$ cat config.mk
export PLATFORM = sky130hd
export DESIGN_NAME = fifo_serializer
export DESIGN_NICKNAME = d
export VERILOG_FILES = /design/src/rtl/syntzulu_ser_pkg.sv /design/src/rtl/fifo_occ_counter.sv /design/src/rtl/fifo_serializer.sv
export SDC_FILE = /design/constraint.sdc
export NUM_CORES = 1
export LEC_CHECK = 0
export ABC_AREA = 1
export ABC_CLOCK_PERIOD_IN_PS = 1850
export CAP_MARGIN = 20
export CORE_AREA = 2 2 84 62
export CTS_BUF_LIST = sky130_fd_sc_hd__clkbuf_8
export DETAILED_ROUTE_END_ITERATION = 16
export DIE_AREA = 0 0 86 64
export PLACE_DENSITY_LB_ADDON = 0.12
export SETUP_SLACK_MARGIN = 0.5
export SKIP_LAST_GASP = 1
export SYNTH_ARGS = -nofsm -noshare
export SYNTH_HDL_FRONTEND = slang
export SYNTH_SLANG_ARGS = --single-unit
$ cat constraint.sdc
create_clock -name clk -period 1.85 [get_ports clk]
set_clock_uncertainty 0.1 [all_clocks]
set_input_delay 0.2775 -clock clk [delete_from_list [all_inputs] [get_ports clk]]
set_output_delay 0.2775 -clock clk [all_outputs]
set_load 0.02 [all_outputs]
$ cat src/rtl/syntzulu_ser_pkg.sv
// Shared types, constants and sizing helpers for the FIFO byte serializer.
package syntzulu_ser_pkg;

    // Serializer FSM encoding
    typedef enum logic {
        IDLE = 1'b0,
        SEND = 1'b1
    } ser_state_e;

    // Frame header byte sent ahead of each word when headers are enabled
    localparam logic [7:0] SER_HEADER = 8'hA5;

    // Number of bytes needed to carry a word of the given width
    function automatic int unsigned nbytes(input int unsigned width);
        return (width + 32'd7) / 32'd8;
    endfunction

    // Ceiling log2; clogb2(DEPTH+1) is the width needed to hold 0..DEPTH
    function automatic int unsigned clogb2(input int unsigned value);
        int unsigned v;
        int unsigned r;
        v = (value > 32'd0) ? value - 32'd1 : 32'd0;
        r = 32'd0;
        while (v > 32'd0) begin
            r = r + 32'd1;
            v = v >> 1;
        end
        return r;
    endfunction

endpackage

$ cat src/rtl/fifo_occ_counter.sv
// Occupancy tracker for a flagless FIFO: counts writes minus pops and
// raises a sticky overflow when a write lands on a full FIFO.
module fifo_occ_counter
    import syntzulu_ser_pkg::*;
#(
    parameter  int unsigned DEPTH = 256,
    localparam int unsigned CW    = clogb2(DEPTH + 1)
) (
    input  logic          clk,
    input  logic          rst,
    input  logic          wren,
    input  logic          rden,
    output logic [CW-1:0] count,
    output logic          overflow
);

    localparam logic [CW-1:0] DEPTH_C = CW'(DEPTH);

    logic [CW-1:0] count_q, count_d;
    logic          overflow_q, overflow_d;

    // Next occupancy: a write on a full FIFO overwrote unread data
    always_comb begin
        count_d    = count_q;
        overflow_d = overflow_q;
        unique case ({wren, rden})
            2'b10: begin
                if (count_q == DEPTH_C) begin
                    overflow_d = 1'b1;
                end else begin
                    count_d = count_q + CW'(1);
                end
            end
            2'b01: begin
                if (count_q != '0) begin
                    count_d = count_q - CW'(1);
                end
            end
            default: begin
            end
        endcase
    end

    // Occupancy and overflow registers
    always_ff @(posedge clk) begin
        if (rst) begin
            count_q    <= '0;
            overflow_q <= 1'b0;
        end else begin
            count_q    <= count_d;
            overflow_q <= overflow_d;
        end
    end

    assign count    = count_q;
    assign overflow = overflow_q;

endmodule

$ cat src/rtl/fifo_serializer.sv
// Pops words from a flagless event FIFO and streams them LSB-byte-first
// over a valid/ready byte interface.
// Optional build macro: SER_FRAME_HEADER_EN prepends header byte 0xA5
// to every word.
module fifo_serializer
    import syntzulu_ser_pkg::*;
#(
    parameter  int unsigned DATA_WIDTH = 25,
    parameter  int unsigned DEPTH      = 256,
    localparam int unsigned CW         = clogb2(DEPTH + 1)
) (
    input  logic                  clk,
    input  logic                  rst,
    input  logic                  fifo_wren,
    input  logic [DATA_WIDTH-1:0] fifo_do,
    output logic                  fifo_rden,
    output logic [7:0]            tx_data,
    output logic                  tx_valid,
    input  logic                  tx_ready,
    output logic [CW-1:0]         count,
    output logic                  overflow,
    output logic                  busy
);

    localparam int unsigned NBYTES = nbytes(DATA_WIDTH);
    localparam int unsigned DW     = 8 * NBYTES;
`ifdef SER_FRAME_HEADER_EN
    localparam int unsigned HDR    = 1;
`else
    localparam int unsigned HDR    = 0;
`endif
    localparam int unsigned NOUT   = NBYTES + HDR;
    localparam int unsigned SW     = 8 * NOUT;
    localparam int unsigned IW     = (clogb2(NOUT) > 0) ? clogb2(NOUT) : 1;
    localparam logic [IW-1:0] LAST_IDX = IW'(NOUT - 1);

    ser_state_e    state_q, state_d;
    logic [IW-1:0] idx_q, idx_d;
    logic [SW-1:0] shift_q, shift_d;
    logic          tx_valid_q, tx_valid_d;
    logic [DW-1:0] word_ext;
    logic [SW-1:0] load_word;

    // Occupancy is inferred by snooping the FIFO write strobe and our pops
    fifo_occ_counter #(
        .DEPTH (DEPTH)
    ) u_occ (
        .clk      (clk),
        .rst      (rst),
        .wren     (fifo_wren),
        .rden     (fifo_rden),
        .count    (count),
        .overflow (overflow)
    );

    // Word as it enters the shift register; byte 0 is the first one sent
    always_comb begin
        word_ext = DW'(fifo_do);
`ifdef SER_FRAME_HEADER_EN
        load_word = {word_ext, SER_HEADER};
`else
        load_word = word_ext;
`endif
    end

    // Pop exactly when the FSM is about to load a word
    assign fifo_rden = (state_q == IDLE) && (count != '0);

    // Next-state and datapath: load on pop, shift one byte per accept
    always_comb begin
        state_d    = state_q;
        idx_d      = idx_q;
        shift_d    = shift_q;
        tx_valid_d = tx_valid_q;
        case (state_q)
            IDLE: begin
                if (fifo_rden) begin
                    shift_d    = load_word;
                    idx_d      = '0;
                    tx_valid_d = 1'b1;
                    state_d    = SEND;
                end
            end
            SEND: begin
                if (tx_ready) begin
                    if (idx_q == LAST_IDX) begin
                        tx_valid_d = 1'b0;
                        state_d    = IDLE;
                    end else begin
                        idx_d   = idx_q + IW'(1);
                        shift_d = shift_q >> 8;
                    end
                end
            end
            default: begin
                state_d = IDLE;
            end
        endcase
    end

    // FSM and datapath registers; reset discards any partial word
    always_ff @(posedge clk) begin
        if (rst) begin
            state_q    <= IDLE;
            idx_q      <= '0;
            shift_q    <= '0;
            tx_valid_q <= 1'b0;
        end else begin
            state_q    <= state_d;
            idx_q      <= idx_d;
            shift_q    <= shift_d;
            tx_valid_q <= tx_valid_d;
        end
    end

    assign tx_data  = shift_q[7:0];
    assign tx_valid = tx_valid_q;
    assign busy     = (state_q != IDLE) || (count != '0);

endmodule

Word level (Yosys, flattened, before mapping)
Cells that the tools add are included.
{"block": "op_classes", "bitwise_logic": 1, "add_sub_neg": 3, "mux": 19, "reduce_logical": 8, "eq_ne": 10}
{"op": "2-to-1 mux 32 bit", "n": 3}
{"op": "one-hot mux 32 bit (2 select lines)", "n": 1}
{"op": "2-to-1 mux 9 bit", "n": 2}
{"op": "one-hot mux 9 bit (2 select lines)", "n": 1}
{"op": "adder 9 x 1 -> 9 bit (second input constant)", "n": 1}
{"op": "== test 9 bit (second input constant)", "n": 1}
{"op": "AND reduction 3 bit", "n": 3}
{"op": "nonzero test 9 bit", "n": 1}
{"op": "subtractor 9 x 1 -> 9 bit (second input constant)", "n": 1}
{"op": "!= test 2 bit (second input constant)", "n": 4}
{"op": "2-to-1 mux 1 bit", "n": 6}
{"op": "2-to-1 mux 2 bit", "n": 3}
{"op": "== test 2 bit (second input constant)", "n": 2}
{"op": "!= test 2 x 1 -> 1 bit (second input constant)", "n": 2}
{"op": "one-hot mux 1 bit (2 select lines)", "n": 2}
{"op": "one-hot mux 2 bit (2 select lines)", "n": 1}
{"op": "adder 2 x 1 -> 2 bit (second input constant)", "n": 1}
{"op": "== test 2 x 1 -> 1 bit (second input constant)", "n": 1}
{"op": "AND reduction 2 bit", "n": 1}
{"op": "nonzero test 2 bit", "n": 1}
{"op": "logical AND 1 bit", "n": 1}
{"op": "logical OR 1 bit", "n": 1}
{"op": "NOT 1 bit", "n": 1}
{"block": "totals", "elab_cells": 47, "output_inout_bits": 21, "inputBits": 29, "reg_bits": 46}

Depth between registers and ports, before layout
Gate-level depths: netlist (run 1).
{"block": "logic_depth", "ltp_word": 5, "mapped_depth": 19, "depth_no_buf": 18}

By module
A second synthesis (run 1) with hierarchy kept.
{"block": "unflattened", "cells_unflattened": 361, "area_unflattened_um2": 2422.3}
{"module": "fifo_serializer", "area_each_um2": 1572.8, "cells_per_inst": 213, "seq_area_each_um2": 580.6, "n_inst": 1}
{"module": "fifo_occ_counter", "area_each_um2": 849.6, "cells_per_inst": 148, "seq_area_each_um2": 200.2, "n_inst": 1}

Worst setup path before layout (run 1)
Ideal clock, no wire load.
{"block": "synth_path", "kind": "reg2reg", "start": "register u_occ.count_q[4], in the netlist u_occ.count[4]", "end": "register u_occ.count_q[8], in the netlist u_occ.count[8]", "t_required_ns": 1.633, "path_buffers": 1, "synth_period_minus_slack_ns": 2.168, "setup_ns": 0.117, "path_slack_ns": -0.318, "path_stages_with_launch": 20, "t_arrival_ns": 1.951, "path_cell_list": "dfxtp_1 > nor2_1 > nand2_2 > nor2_4 > nand2_4 > nand3_4 > buf_8 > nand2_1 > nand2_1 > inv_1 > ha_1 > inv_1 > a21oi_2 > nand2_1 > nand2_1 > nand2_1 > nand3_1 > nand2_1 > nor2_1 > nor2_1"}
{"block": "synth_via", "elab_chain_len": 5, "word_cells_on_any_way": 14, "cone_classes": "add/sub (2); eq/ne (5); mux (3); reduce/logical (4)"}
{"element": "start, declared", "line": "fifo_occ_counter.sv:19", "rtl": "logic [CW-1:0] count_q, count_d;"}
{"element": "start signal, assigned", "line": "fifo_occ_counter.sv:50", "rtl": "count_q <= count_d;"}
{"element": "parallel branches: the longest is 5 deep, another holds subtractor 9 x 1 -> 9 bit"}
Parallel ways; which one is timed is not known. The select of a mux whose other input is x is not followed.
A chain may end at the register's enable or synchronous reset.

Worst setup path in the final report (run 1)
{"block": "layout_path", "start": "register u_occ.count_q[0], in the netlist u_occ.count[0]", "end": "register u_occ.count_q[8], in the netlist u_occ.count[8]"}
Same word-level chain as after synthesis.

==> out/metrics.csv, run 1 <==
stage;metric;value;unit
timing;Sum Neg Setup Slack;-0.585;ns
timing;Final Max Tran Viols;0;
timing;Max Fclk;497;MHz
placed_design;quantity of I/O buffers inserted on ports;49;
min_path;worst hold-check path type;reg2reg;
timing;setup repair after global routing missed its margin;true;
global_routing;GRT Total Usage;21.8;%
timing;worst max-slew margin expressed relative to the limit;73.9;%
drt;Vias;2256;
die;Die Ht;64;um
critical_path;critical path startpoint category;flip-flop;
cells_and_area;number of inserted diodes;0;
timing;hold violation total from the final report;0;
global_routing;largest net degree at the start of global routing;27;
drt;routed vias/inst;5.23;
power_and_ir_drop;maximum ir drop on the vdd rail;0.991;mV
global_routing;global route total overflow;0;
drt;DR DRC count;0;
clock_network;# clock sinks;39;
clock_network;hold bufs inserted after CTS;0;
yosys;yosys synthesis warning count;0;
cells_and_area;layout overhead on the synthesized area;55.5;%
clock_network;TritonCTS clock tree;done;
die;Ports;50;
yosys;average cell area after synthesis;6.92;um^2
die;# rows;21;
clock_network;buffers from clock root to sink, at most;2;
placed_design;total instance count after detailed placement;409;
timing;part of the cycle the worst path needs;109;%
critical_path;CP arrival;2.10;ns
global_routing;wire length of the first global-routing pass;9620;um
cells_and_area;share of layout cells above drive strength 1;32.9;%
yosys;Synth Instances;294;
global_routing;vias in the first global route;1994;
cells_and_area;Fill cells;374;
critical_path;required time worst endpoint;1.93;ns
drt;1st-iter DRT viols;128;
placed_design;half-perimeter wire length of the detailed placement result;3950;um
die;Total Die Area;5500;um^2
clock_network;clock insertion delay at the later pin of the skew report;0.29;ns
timing;post-layout worst setup margin;-0.164;ns
die;starting density of the core;43.7;%
global_routing;met2 GRT Util;30.0;%
run_status;violated checks;setup timing;
timing;transition time of the tightest slew-check pin;0.386;ns
global_routing;antenna violations before repair;0;
cells_and_area;post-layout net count;404;
drt;aggregate routed wire length;5870;um
timing;total setup violations reported at the end of the flow;7;
critical_path;worst setup path class;reg2reg;
global_routing;met1 track demand over resource in global routing;34.3;%
placed_design;routability-driven placement congestion ratio;0.886;
yosys;post-synth net total;325;
die;core outline area;4650;um^2
clock_network;root buffer cell;clkbuf_8;
cells_and_area;core utilization of the finished layout;68.0;%
yosys;flip-flop and latch count after synthesis;39;
power_and_ir_drop;Leakage;1.41;nW
clock_network;clock-pin slew on the worst setup and hold paths;0.08;ns
global_routing;most utilized layer in the global route result;met1;
power_and_ir_drop;Power per Cell Area;1830;nW/um^2
critical_path;CP Max Fanout;4;
cells_and_area;final non-filler cell total;431;
power_and_ir_drop;Pwr Total;0.00579;W
critical_path;capturing element type of the critical path;flip-flop;
yosys;count of distinct cell types in the synthesized netlist;28;
clock_network;TritonCTS buffer count;5;
drt;Avg WL per Cell;13.6;um
yosys;post-synthesis sequential area ratio;38.4;%
job;max-capacitance violation count;0;
drt;number of antenna-violating nets in the routed design;0;
drt;number of iterations in the first detailed-routing pass;4;
global_routing;GR Util met3;4.78;%
run_status;result of the run;finished with violations;
die;Horiz. Die Dim;86;um
clock_network;CTS H-tree lvls;2;
yosys;post-synthesis cell area;2030;um^2
timing;final worst path period need;2.01;ns
[timing repair]
item | CTS | global route
pin swaps | 12 | 14
buffers inserted | 9 | 1
resized for setup | 118 | 36
setup endpoints to repair | 57 | 55
cloned | 4 | 0
[registers in the layout (all words and copies together) (netlist names)]
register        cells
state_q             1
u_occ.count         9
shift_q            25
tx_valid            1
idx_q               2
u_occ.overflow      1
[cells in the final DEF, fill, tap and decap left out, types with 8 or more instances in the layout]
cell type	n
dfxtp_1	30
inv_1	18
nand3_1	13
buf_4	32
o21ai_1	22
buf_6	14
nand2_2	10
nand4_1	8
nor2_1	15
a21oi_1	13
clkdlybuf4s50_1	28
nand2_1	66
a31oi_1	17
[synth_stat cells]
| library cell | count | share of area (%) |
|---|---|---|
| o21ai_1 | 1 | 0.25 |
| nand3_1 | 16 | 3.9 |
| clkbuf_1 | 13 | 2.4 |
| nor2_1 | 20 | 3.7 |
| and3_1 | 1 | 0.31 |
| a211oi_1 | 1 | 0.37 |
| clkinv_1 | 1 | 0.18 |
| inv_2 | 3 | 0.55 |
| ha_1 | 2 | 1.2 |
| o211ai_1 | 2 | 0.74 |
| o41ai_1 | 2 | 0.86 |
| or2_1 | 1 | 0.31 |
| buf_4 | 9 | 3.3 |
| nand2_1 | 75 | 14 |
| inv_1 | 22 | 4.1 |
| dfxtp_1 | 39 | 38 |
| o21ai_0 | 32 | 7.9 |
| buf_8 | 1 | 0.74 |
| xor2_1 | 1 | 0.43 |
| nand2_2 | 4 | 1.2 |
| a21oi_2 | 2 | 0.86 |
| a21oi_1 | 16 | 3.9 |
| o21bai_2 | 1 | 0.55 |
| nand4_1 | 8 | 2.5 |
| nand2_4 | 1 | 0.55 |
| nand3_4 | 1 | 0.86 |
| a31oi_1 | 18 | 5.5 |
| nor2_4 | 1 | 0.55 |
[per-stage QoR]
step	instance area (um^2)	setup WS (ns)	hold WS (ns)
CTS	3100	-0.149	0.366
floorplan	2060	-0.161	0.337
finish	3160	-0.164	0.367
global route	3160	-0.310	0.392
global placement	2750	-0.221	0.347
detailed placement	2750	-0.311	0.345
[metal layers]
metal | wire, um | share of wire, %
met5 | 0 | 0
met4 | 22 | 0.37
met3 | 418 | 7.1
met2 | 2410 | 41
met1 | 3020 | 51
[kinds of logic after synthesis]
group	Yosys count	share of synthesized area, %
AND/OR/NAND/NOR	128	27.7
AO/OA/AOI/OAI	75	21.0
buffers and inverters	49	11.3
flip-flops	39	38.4
adder cells (fa/ha/maj)	2	1.23
XOR/XNOR	1	0.431
[worst max-delay path: stages, from the launching register on]
cell and delay [ns]:
dfxtp_4 0.36, nor2_4 0.10, nand2_2 0.08, nor2_4 0.14, nand2_4 0.08, nand4_1 0.13
nand2_2 0.08, inv_2 0.06, ha_4 0.11, inv_2 0.04, a21oi_4 0.14, nand2_2 0.08
nand2_2 0.08, nand2_2 0.06, nand3_2 0.06, nand2_1 0.05, nor2_1 0.09, nor2_1 0.05
[layout make-up]
type                            count  area [um^2]  area share, %
Inverter                           26          105           3.32
Clock inverter                      3         43.8           1.38
Sequential cell                    39          800           25.3
Tap cell                           57         71.3           2.25
Timing Repair Buffer               95          900           28.4
Clock buffer                        5         68.8           2.18
Multi-Input combinational cell    206         1170           37.1
[path summary, 6_finish.rpt]
| check | startpoint | endpoint | slack (ns) | depth (start not counted) |
|---|---|---|---|---|
| hold reg to reg | shift_q[15] | shift_q[7] | 0.37 | 2 |
| setup / recovery | u_occ.count[0] | u_occ.count[8] | -0.16 | 17 |
| hold / removal | shift_q[15] | shift_q[7] | 0.37 | 2 |
| setup reg to reg | u_occ.count[0] | u_occ.count[8] | -0.16 | 17 |
[where the power goes]
group          internal (W)  switching (W)  total (W)
Clock              0.000402       0.000303   0.000704
Sequential          0.00123       0.000221    0.00145
Combinational       0.00166        0.00198    0.00364
No activity file was read; power rests on OpenSTA's default activity.
==> inputs of run 2 (changes only) <==
--- a/config.mk
+++ b/config.mk
@@ -12,6 +12,7 @@
 export CTS_BUF_LIST = sky130_fd_sc_hd__clkbuf_8
 export DETAILED_ROUTE_END_ITERATION = 16
 export DIE_AREA = 0 0 86 64
+export GPL_TIMING_DRIVEN = 0
 export PLACE_DENSITY_LB_ADDON = 0.12
 export SETUP_SLACK_MARGIN = 0.5
 export SKIP_LAST_GASP = 1
==> run 2 against run 1 <==
The run still ends with setup timing left. Via count up 5.5%. Hold slack worse by 0.047 ns. Wire length up 14%. Core utilization down 1.1 points.
==> out/metrics.csv, run 2 (synthesized netlist as in run 1, its figures left out) <==
stage;metric;value;unit;change
run_status;result of the run;finished with violations;;
run_status;violated checks;setup timing;;
cells_and_area;core utilization of the finished layout;66.9;%;-1.1 points
cells_and_area;post-layout net count;407;;+0.74%
timing;final worst path period need;2.11;ns;+0.0950 ns
cells_and_area;commonest non-fill, non-tap cell in the layout;nand2_1;;
die;Ports;50;;unchanged
cells_and_area;most used cells in the layout excluding fill and tap cells;nand2_1, dfxtp_1, buf_4;;
drt;routed vias/inst;5.48;;+4.7%
clock_network;# clock sinks;39;;unchanged
job;max-capacitance violation count;0;;unchanged
critical_path;CP Max Fanout;3;;-1
clock_network;buffers from clock root to sink, at most;2;;unchanged
critical_path;worst setup path class;reg2reg;;
timing;Sum Neg Setup Slack;-1.88;ns;-1.29 ns
timing;part of the cycle the worst path needs;114;%;+5.1 points
die;starting density of the core;43.7;%;unchanged
clock_network;clock-pin slew on the worst setup and hold paths;0.08;ns;about the same
drt;Avg WL per Cell;15.5;um;+13%
power_and_ir_drop;proportion of power drawn by the clock network;13.1;%;+0.9 points
critical_path;most used cell, CP;nand2_1;;
timing;transition time of the tightest slew-check pin;0.527;ns;+0.141 ns
critical_path;cell family with most CP delay;simple AND/OR/NAND/NOR gates;;
power_and_ir_drop;Net Switching;0.00260;W;+3.8%
clock_network;hold bufs inserted after CTS;0;;unchanged
power_and_ir_drop;maximum ir drop on the vdd rail;0.750;mV;-24%
clock_network;TritonCTS clock tree;done;;
critical_path;required time worst endpoint;1.95;ns;+0.02 ns
placed_design;total instance count after detailed placement;399;;-2.4%
global_routing;antenna violations before repair;0;;unchanged
global_routing;wire length of the first global-routing pass;9770;um;+1.6%
timing;Final Max Tran Viols;0;;unchanged
clock_network;CTS H-tree lvls;2;;unchanged
clock_network;root buffer cell;clkbuf_8;;
drt;1st-iter DRT viols;245;;+91%
drt;Vias;2379;;+5.5%
die;Total Die Area;5500;um^2;unchanged
timing;total setup violations reported at the end of the flow;18;;+11
drt;number of antenna-violating nets in the routed design;0;;unchanged
cells_and_area;layout overhead on the synthesized area;52.9;%;
cells_and_area;share of layout cells above drive strength 1;33.2;%;+0.27 points
critical_path;capturing element type of the critical path;flip-flop;;
critical_path;crit path max-delay cell type;dfxtp_4;;
global_routing;global route total overflow;0;;unchanged
power_and_ir_drop;switching power share of the total;44.9;%;+1.6 points
placed_design;quantity of I/O buffers inserted on ports;48;;-2.0%
die;# rows;21;;unchanged
min_path;worst hold-check path type;in2reg;;
critical_path;CP arrival;2.21;ns;+0.11 ns
cells_and_area;final instance area;3110;um^2;-1.7%
cells_and_area;flip-flop count of the largest register after layout;25;;unchanged
power_and_ir_drop;Power per Cell Area;1860;nW/um^2;+1.7%
global_routing;vias in the first global route;1939;;-2.8%
placed_design;half-perimeter wire length of the detailed placement result;4180;um;+5.7%
power_and_ir_drop;Pint;0.00319;W;-2.9%
timing;worst max-slew margin expressed relative to the limit;64.9;%;-9.1 points
die;Die Ht;64;um;unchanged
global_routing;largest net degree at the start of global routing;13;;-52%
cells_and_area;most flop-heavy register;shift_q;;
die;Horiz. Die Dim;86;um;unchanged
clock_network;TritonCTS buffer count;5;;unchanged
drt;number of iterations in the first detailed-routing pass;5;;+1
cells_and_area;number of inserted diodes;0;;unchanged
timing;hold violation total from the final report;0;;unchanged
timing;setup repair after global routing missed its margin;true;;
critical_path;crit-path cells;nor2_1 > nand2_1 > nor2_4 > nand2_4 > nand3_4 > buf_8 > nand2_4 > nand2_2 > inv_2 > ha_4 > inv_4 > a21oi_4 > nand4_1 > nand2_1 > nand2_1 > nand3_1 > nand3_1 > inv_1;;
die;core outline area;4650;um^2;unchanged
power_and_ir_drop;part of the power in combinational logic;61.5;%;-1.3 points
placed_design;routability-driven placement congestion ratio;0.941;;+6.2%
critical_path;critical path startpoint category;flip-flop;;
power_and_ir_drop;share of power burned in registers;25.4;%;+0.4 points
timing;Max Fclk;474;MHz;-4.5%
drt;DR DRC count;0;;unchanged
placed_design;Cell Area, Placed;2610;um^2;-5.1%
critical_path;Crit path buffers/inverters;4;;+2
power_and_ir_drop;Leakage;1.39;nW;-1.5%
power_and_ir_drop;Pwr Total;0.00579;W;about the same
critical_path;Critical Path Max Stage Delay;0.35;ns;about the same
cells_and_area;final non-filler cell total;434;;+0.70%
timing;post-layout worst setup margin;-0.259;ns;-0.0950 ns
drt;aggregate routed wire length;6710;um;+14%
clock_network;clock insertion delay at the later pin of the skew report;0.31;ns;+0.02 ns
global_routing;GRT Total Usage;23.3;%;+1.4 points
[run 2: changes by cell type in the layout (fill, tap and decap cells not counted), moves of 4 or more]
cell             delta
buf_4               -4
o21ai_1            -16
dfxtp_4             +4
nand2_1             -5
o21ai_2             -6
clkbuf_1            +7
dfxtp_2             -4
buf_2               +5
clkdlybuf4s15_1     -6
clkbuf_4            +4
o21ai_0            +22
[run 2: final timing paths]
path	start	end	slack (ns)	cells after the start
hold reg to reg	u_occ.overflow	u_occ.overflow	0.36	2
setup reg to reg	u_occ.count[1]	u_occ.count[6]	-0.26	18
setup / recovery	u_occ.count[1]	u_occ.count[6]	-0.26	18
hold / removal	rst	u_occ.count[7]	0.32	2
[run 2: worst reg2reg max path: stages (launching register included)]
cell,delay (ns)
dfxtp_4,0.35
nor2_1,0.09
nand2_1,0.12
nor2_4,0.17
nand2_4,0.09
nand3_4,0.08
buf_8,0.13
nand2_4,0.05
nand2_2,0.06
inv_2,0.05
ha_4,0.15
inv_4,0.06
a21oi_4,0.06
nand4_1,0.12
nand2_1,0.06
nand2_1,0.06
nand3_1,0.08
nand3_1,0.08
inv_1,0.05
[run 2: power by group through the flow]
stage          clock network, W  registers (W)  logic (W)
3_3_place_gp                  0        0.00150    0.00260
5_1_grt                0.000808        0.00151    0.00383
2_1_floorplan                 0        0.00153    0.00173
6_report               0.000759        0.00147    0.00356
4_1_cts                0.000765        0.00146    0.00294
3_5_place_dp                  0        0.00150    0.00264
[run 2: cell type report]
type	instances	area, um^2
timing repair buffer	75	672
fill	406	1540
sequential	39	810
clock inverter	2	35.0
multi-input combinational	206	1170
clock buffer	6	82.6
buffer	23	153
inverter	26	115
tap	57	71.3
[run 2: through the flow]
step | worst slack (ns) | hold slack [ns]
6_report | -0.259 | 0.320
5_1_grt | -0.353 | 0.340
3_3_place_gp | -0.607 | 0.348
2_1_floorplan | -0.161 | 0.337
4_1_cts | -0.197 | 0.302
3_5_place_dp | -0.657 | 0.351
[run 2: metal layers]
layer,global-route usage [%],vias up,routed length [um]
li1,-,1148,-
met3,7.49,11,626
met4,6.94,0,89
met2,31.1,109,2770
met1,35.0,1111,3220
met5,0,-,0
[run 2: timing repair]
item / CTS / global route
setup endpoints to repair: 59 / 52
pin swaps: 13 / 19
gates cloned: 0 / 2
setup buffers: 16 / 9
resized for setup: 109 / 63
